### config.mk
export PLATFORM = sky130hd
export DESIGN_NAME = delta_decoder
export DESIGN_NICKNAME = d
export VERILOG_FILES = /design/src/rtl/delta_decoder.sv
export SDC_FILE = /design/constraint.sdc
export NUM_CORES = 1
export LEC_CHECK = 0
export CAP_MARGIN = 20
export CORE_MARGIN = 2
export CORE_UTILIZATION = 25
export DETAILED_ROUTE_END_ITERATION = 6
export SLEW_MARGIN = 40
export SYNTH_ARGS = -nofsm -noshare
export SYNTH_HDL_FRONTEND = slang
export SYNTH_SLANG_ARGS = --single-unit
### constraint.sdc
create_clock -name clk -period 7.31 [get_ports clk]
set_input_delay 0.731 -clock clk [delete_from_list [all_inputs] [get_ports clk]]
set_output_delay 0.731 -clock clk [all_outputs]
set_load 0.05 [all_outputs]
### src/rtl/delta_decoder.sv
// delta_decoder: rebuilds an absolute value stream from a base value plus add/sub delta magnitudes
module delta_decoder #(
  parameter int WIDTH = 32,
  parameter int CNT_W = 16
) (
  input  logic             clk,
  input  logic             rst,
  input  logic             load,
  input  logic [WIDTH-1:0] base_in,
  input  logic             delta_valid,
  input  logic [WIDTH-1:0] delta_in,
  input  logic             delta_sub,
  output logic             delta_ready,
  output logic             out_valid,
  output logic [WIDTH-1:0] out_data,
  input  logic             out_ready,
  output logic             overflow,
  output logic [CNT_W-1:0] count
);
  typedef enum logic {IDLE, RUN} state_t;
  state_t           state, state_nx;
  logic [WIDTH-1:0] acc;
  logic [WIDTH:0]   sum;
  logic             accept;
  // state register
  always_ff @(posedge clk) begin
    if (rst) state <= IDLE;
    else state <= state_nx;
  end
  // next state, handshake and the carry/borrow-extended sum
  always_comb begin
    state_nx    = load ? RUN : state;
    delta_ready = (state == RUN) && !load && (!out_valid || out_ready);
    accept      = delta_valid && delta_ready;
    sum         = delta_sub ? {1'b0, acc} - {1'b0, delta_in} : {1'b0, acc} + {1'b0, delta_in};
  end
  // accumulator, output register, sticky overflow and saturating sample counter
  always_ff @(posedge clk) begin
    if (rst) begin
      acc       <= '0;
      out_valid <= 1'b0;
      out_data  <= '0;
      overflow  <= 1'b0;
      count     <= '0;
    end else if (load) begin
      acc       <= base_in;
      out_valid <= 1'b0;
      overflow  <= 1'b0;
      count     <= '0;
    end else if (accept) begin
      acc       <= sum[WIDTH-1:0];
      out_data  <= sum[WIDTH-1:0];
      out_valid <= 1'b1;
      overflow  <= overflow | sum[WIDTH];
      count     <= &count ? count : count + CNT_W'(1);
    end else if (out_ready) begin
      out_valid <= 1'b0;
    end
  end
endmodule

==> results of run 1 <==
[synthesized netlist by cell type (2+ instances only)]
cell and number:
a211oi_1 3, a21o_1 11, a21oi_1 103, a21oi_2 2, a221oi_1 4, a221oi_2 2
a22o_1 6, a22oi_1 15, a311o_1 3, a31oi_1 7, and2_1 4, and3_1 7
and3b_1 2, and4_1 2, buf_2 2, clkbuf_1 33, dfxtp_1 83, ha_1 34
inv_1 20, mux2i_1 3, nand2_1 102, nand2b_1 5, nand3_1 10, nand4_1 12
nor2_1 76, nor2b_1 5, nor3_1 14, nor3b_2 2, nor4b_1 2, o211a_1 2
o211ai_1 4, o21a_1 3, o21ai_0 28, o21ai_1 8, o21bai_1 8, o22ai_1 3
o31ai_1 2, o41ai_1 2, or2_2 2, or3_1 8, xnor2_1 45, xor2_1 24
[flip-flops by register name, summed over array words and instances, names as in the netlist]
name / cells
state: 1
count: 16
out_valid: 1
acc: 32
out_data: 32
overflow: 1
[path summary, 6_finish.rpt]
kind	slack [ns]	startpoint	end	cells past startpoint
worst max-delay path	2.42	delta_in[2]	acc[31]	16
worst min-delay path	0.44	out_data[16]	out_data[16]	2
worst max register to register	4.33	acc[0]	acc[30]	12
worst min register to register	0.44	out_data[16]	out_data[16]	2
[power groups by stage]
stage                     clock network, mW  registers [mW]  logic [mW]
final                                 0.521           0.490       0.433
after global placement                    0           0.500       0.430
after detailed placement                  0           0.500       0.430
after CTS                             0.539           0.490       0.433
after floorplan                           0           0.525       0.268
after global routing                  0.553           0.492       0.478
[tightest hold or removal path, stage by stage, from the launching register on]
cell,delay (ns)
dfxtp_1,0.31
nand2_1,0.05
nand2_1,0.04
[cell usage in the layout, fill, tap and decap left out, types with 15 or more instances in the layout]
| cell | netlist | routed |
|---|---|---|
| dfxtp_1 | 83 | 83 |
| nor2_1 | 76 | 75 |
| xor2_1 | 24 | 24 |
| a22oi_1 | 15 | 15 |
| clkdlybuf4s50_1 | 0 | 118 |
| nand2_1 | 102 | 102 |
| xnor2_1 | 45 | 45 |
| ha_1 | 34 | 34 |
| a21oi_1 | 103 | 103 |
| o21ai_0 | 28 | 28 |
| inv_1 | 20 | 20 |
[cells by family (layout without fill, tap and decap cells)]
family / after synthesis / after routing / synth area share (%)
xor gates and xnor gates: 69 / 69 / 10.8
DFF: 83 / 83 / 29.8
buffers and inverters: 56 / 163 / 3.81
AOI/OAI and AO/OA: 222 / 222 / 24.7
and+or+nand+nor: 264 / 264 / 22.4
muxes: 3 / 3 / 0.538
adders and majority gates: 35 / 35 / 7.98
[layout make-up]
cell class	count	share of cell area, %
multi-input combinational	593	50.3
sequential	83	22.5
timing repair buffer	127	16.9
tap	280	4.75
clock buffer	9	3.05
clock inverter	7	1.44
inverter	20	1.02
[layer usage]
layer	vias up	track usage, %	wire length [um]
li1	2805	-	-
met1	2554	20.7	8630
met2	131	24.7	8230
met3	24	3.18	897
met4	2	4.89	336
met5	-	0	16
==> summary.txt, run 1 <==
Initial Utilization: 25.5%
CP max FO: 7
Lkg Pwr: 2.81 nW
Hold slack: 0.442 ns
Crit-path slowest cell: nor3b_2
H-Tree Depth: 3
Largest net degree at the start of global routing: 56
TritonCTS Buffers: 9
Switching portion of total power: 33.5%
Crit-path max cell delay: 0.49 ns
RSZ-0062 raised after global routing: false
Nets@finish: 939
Die Width: 153 um
Final cell count without fillers: 1119
Final setup margin: 2.42 ns
Placed Cells incl. Taps: 1103
Root Buffer Master: clkbuf_16
Status: completed
Final Hold Viols: 0
Post-CTS setup buffers: 0
DP HPWL: 13700 um
Area taken by multi-input logic gates: 3710 um^2
Finished Core Util: 33.7%
Worst slew margin: 50.7%
Cell taking the most area after synthesis: dfxtp_1
Port bufs: 120
Number of global-route vias before repair: 5285
Global route overflow: 0
Share of cells above drive strength 1: 5.24%
Pint: 960 uW
Row count: 54
Hold_buf cts: 0
EDFF count, synth: 0
WP data arrival: 5.10 ns
Setup TNS: 0 ns
Worst VDD drop: 0.000130 V
Main synth FF type: dfxtp_1
DRT Pass-1 Iters: 5
DR vias: 5516
Placed Area: 7040 um^2
Area delta synth->final: 32.1%
Most area-consuming cells after synthesis: dfxtp_1 30%, a21oi_1 9.2%, ha_1 7.6%, xnor2_1 7.1%, nand2_1 6.9%
Hold WC Path Type: reg2reg
Post-synth cell types: 61
YS warnings: 0
Final Critical Period: 4.89 ns
DRT antenna net count: 0
Post-synthesis sequential area ratio: 29.8%
Setup CP Type: in2reg
Worst-Margin Slew: 0.737 ns
CP delay by family, top: simple AND/OR/NAND/NOR gates
Max-slew violations: 0
Synth Instances: 732
Deepest clock path buffer count: 2
Syn Nets: 837
Core ar.: 21900 um^2
Final WL: 18100 um
Post-synthesis cell area: 5580 um^2
CTS resizes: 0
Final GP Congestion: 0.856
Final Cell Area: 7370 um^2
Global-route wire length before repair: 28900 um
Die area: 23500 um^2
Ant diodes: 0
Clk pin slew, worst setup/hold paths: 0.06 ns
Critical path launch point type: primary input
DRC: 0
Max Cap Violations: 0
DP Worst Slack: 2.11 ns
Yosys top cell area share: 29.8%
Gr usage total: 15.4%
Initial antenna violation count: 1
Cells along the critical path: clkdlybuf4s50_1, nor2_1, nor4b_2, nor3b_2, and3_1, and2_1, and3b_1, a21oi_1, xnor2_1, ha_1, a21o_1, a21o_1, o41ai_1, o21ai_0, a211oi_1, o21ai_0
Worst-skew pair later-pin latency: 0.36 ns
Total power: 1.44 mW
I/O pins: 121
Worst Clk Skew: 0.00724 ns
Combinational Power Share: 30.0%
Clock Sinks: 83
Period utilization: 66.9%
Clk pwr share: 36.1%
Number of DRC markers in iteration 0: 353
PD cells: 196 nW/um^2
CTS tree: built
FF+latch area: 1660 um^2
Sequential share of power: 33.9%
Die H: 153 um
Final setup fails: 0
Wirelength per Cell: 16.2 um
WP buf/inv: 1
Fmax: 205 MHz
Avg Cell Area, Syn: 7.63 um^2
FILL cells: 2337
FF+latch count, synth: 83
FFs w/ async S/R, synth: 0%
WP data required: 7.52 ns
P_sw: 484 uW
Post-DR vias/cell: 4.93
CP Capture Type: flip-flop
No activity file was read; power rests on OpenSTA's default activity.
==> run 2: changes to the inputs <==
- clock period: 7.31 -> 4.27 ns (I/O delays scaled with it)
==> run 2 against run 1 <==
  * Cell area rose by 5.7%
  * Die area did not move
  * Largest power group unchanged
  * Critical path depth rose by 2
  * Clock skew rose by 0.0014 ns
==> summary.txt, run 2 (synthesized netlist as in run 1, its figures left out) <==
Worst r2r src: acc[0]
Global-route wire length before repair: 29900 um (+3.4%)
CP Capture Type: flip-flop
Final WL: 18700 um (+3.5%)
Max Cap Violations: 0 (unchanged)
Critical path launch point type: primary input
Max-slew violations: 0 (unchanged)
Worst-skew pair later-pin latency: 0.36 ns (about the same)
Global route overflow: 0 (unchanged)
Ant diodes: 0 (unchanged)
Hold slack: 0.443 ns (+0.000534 ns)
Lkg Pwr: 3.07 nW (+9.5%)
Fmax: 256 MHz
Period utilization: 91.6%
Port bufs: 120 (unchanged)
DR vias: 5699 (+3.3%)
Worst-Margin Slew: 0.608 ns (-0.129 ns)
Status: completed
I/O pins: 121 (unchanged)
Wirelength per Cell: 16.0 um (-1.1%)
WL met2: 8640 um (+4.9%)
Initial Utilization: 25.5% (unchanged)
Final setup fails: 0 (unchanged)
Worst Clk Skew: 0.00865 ns (+0.00141 ns)
Gr usage total: 15.9% (+0.50 points)
Share of cells above drive strength 1: 10.9% (+5.6 points)
Clk pin slew, worst setup/hold paths: 0.07 ns (about the same)
Largest net degree at the start of global routing: 51 (-8.9%)
Commonest non-fill, non-tap cells in the layout: 118 x clkdlybuf4s50_1, 103 x a21oi_1, 102 x nand2_1
Final Cell Area: 7800 um^2 (+5.7%)
TritonCTS Buffers: 9 (unchanged)
Nets@finish: 991 (+5.5%)
Die area: 23500 um^2 (unchanged)
Deepest clock path buffer count: 2 (unchanged)
Final Critical Period: 3.91 ns
Setup CP Type: in2reg
Metal-1 WL: 9090 um (+5.4%)
FILL cells: 2344 (+0.30%)
WP data required: 4.56 ns (-2.96 ns)
Area delta synth->final: 39.6%
Initial antenna violation count: 0 (-1)
H-Tree Depth: 3 (unchanged)
Die H: 153 um (unchanged)
DRC: 0 (unchanged)
Hold path start: out_data[16]
Hold_buf cts: 0 (unchanged)
RSZ-0062 raised after global routing: false
DRT antenna net count: 0 (unchanged)
Final Hold Viols: 0 (unchanged)
CP max FO: 4 (-3)
PD cells: 330 nW/um^2 (+68%)
DP HPWL: 14500 um (+5.4%)
Setup TNS: 0 ns (unchanged)
Worst VDD drop: 0.000158 V (+21%)
Root Buffer Master: clkbuf_16
Area taken by multi-input logic gates: 3730 um^2 (+0.44%)
Uppermost layer routed: met4
Row count: 54 (unchanged)
Worst slew margin: 59.4% (+8.7 points)
Placed Area: 7450 um^2 (+5.7%)
Core ar.: 21900 um^2 (unchanged)
FF+latch area: 1660 um^2 (unchanged)
Clock Sinks: 83 (unchanged)
Commonest non-fill, non-tap cell in the layout: clkdlybuf4s50_1
Die Width: 153 um (unchanged)
DRT Pass-1 Iters: 5 (unchanged)
CP startpoint: delta_in[15]
Routed wl met3: 727 um (-19%)
Biggest regs: acc x32, out_data x32, count x16
WP data arrival: 4.20 ns (-0.90 ns)
Post-DR vias/cell: 4.87 (-1.3%)
Final GP Congestion: 0.891 (+4.0%)
Post-CTS setup buffers: 0 (unchanged)
Hold WC Path Type: reg2reg
Number of DRC markers in iteration 0: 308 (-13%)
Number of global-route vias before repair: 5630 (+6.5%)
CTS tree: built
## run 2: where the power goes
part	internal, mW	total (mW)	switching, mW
Clock	0.525	0.903	0.377
Combinational	0.369	0.829	0.460
Sequential	0.813	0.839	0.0265
Total	1.71	2.57	0.864
## run 2: stage by stage
stage	utilization [%]	setup WS (ns)	instances	power [mW]
after floorplan	-	0.593	732	1.36
after global placement	34.0	0.0636	1155	1.68
after detailed placement	34.0	-0.0248	1155	1.67
after CTS	35.5	0.347	1171	2.59
after global routing	35.6	0.0373	1171	2.70
final	35.6	0.360	1171	2.57
## run 2: area by class of cell
cell class                      count  area share, %
Inverter                           20          0.963
Sequential cell                    83           21.3
Clock buffer                        9           2.89
Timing Repair Buffer              179           21.1
Multi-Input combinational cell    593           47.8
Clock inverter                      7           1.40
Tap cell                          280           4.49
## run 2: worst max-delay path, stage by stage
cell             delay [ns]
clkdlybuf4s50_1        0.41
or3_4                  0.41
or4_4                  0.46
nor2_4                 0.11
and2_1                 0.18
and3b_1                0.24
a21oi_1                0.10
xnor2_1                0.18
ha_1                   0.27
a21o_1                 0.19
a21o_1                 0.19
buf_4                  0.14
a211oi_1               0.24
o21bai_1               0.09
a21oi_1                0.17
o211ai_1               0.12
xor2_1                 0.15
o21ai_1                0.11
## run 2: path summary, 6_finish.rpt
kind,slack [ns],depth (start not counted),end
max,0.36,18,overflow
min,0.44,2,out_data[16]
max reg2reg,1.29,12,acc[30]
min reg2reg,0.44,2,out_data[16]
## run 2: repair_timing
| action | CTS | global route |
|---|---|---|
| resized for setup | 0 | 2 |
| endpoints found under the setup margin | 0 | 2 |
| endpoints found under the hold margin | 0 | 0 |
## run 2: routing by layer
layer / track usage, % / up-vias
met5: 0 / -
met4: 4.85 / 0
met3: 2.67 / 17
met2: 26.5 / 118
met1: 21.1 / 2662
li1: - / 2902
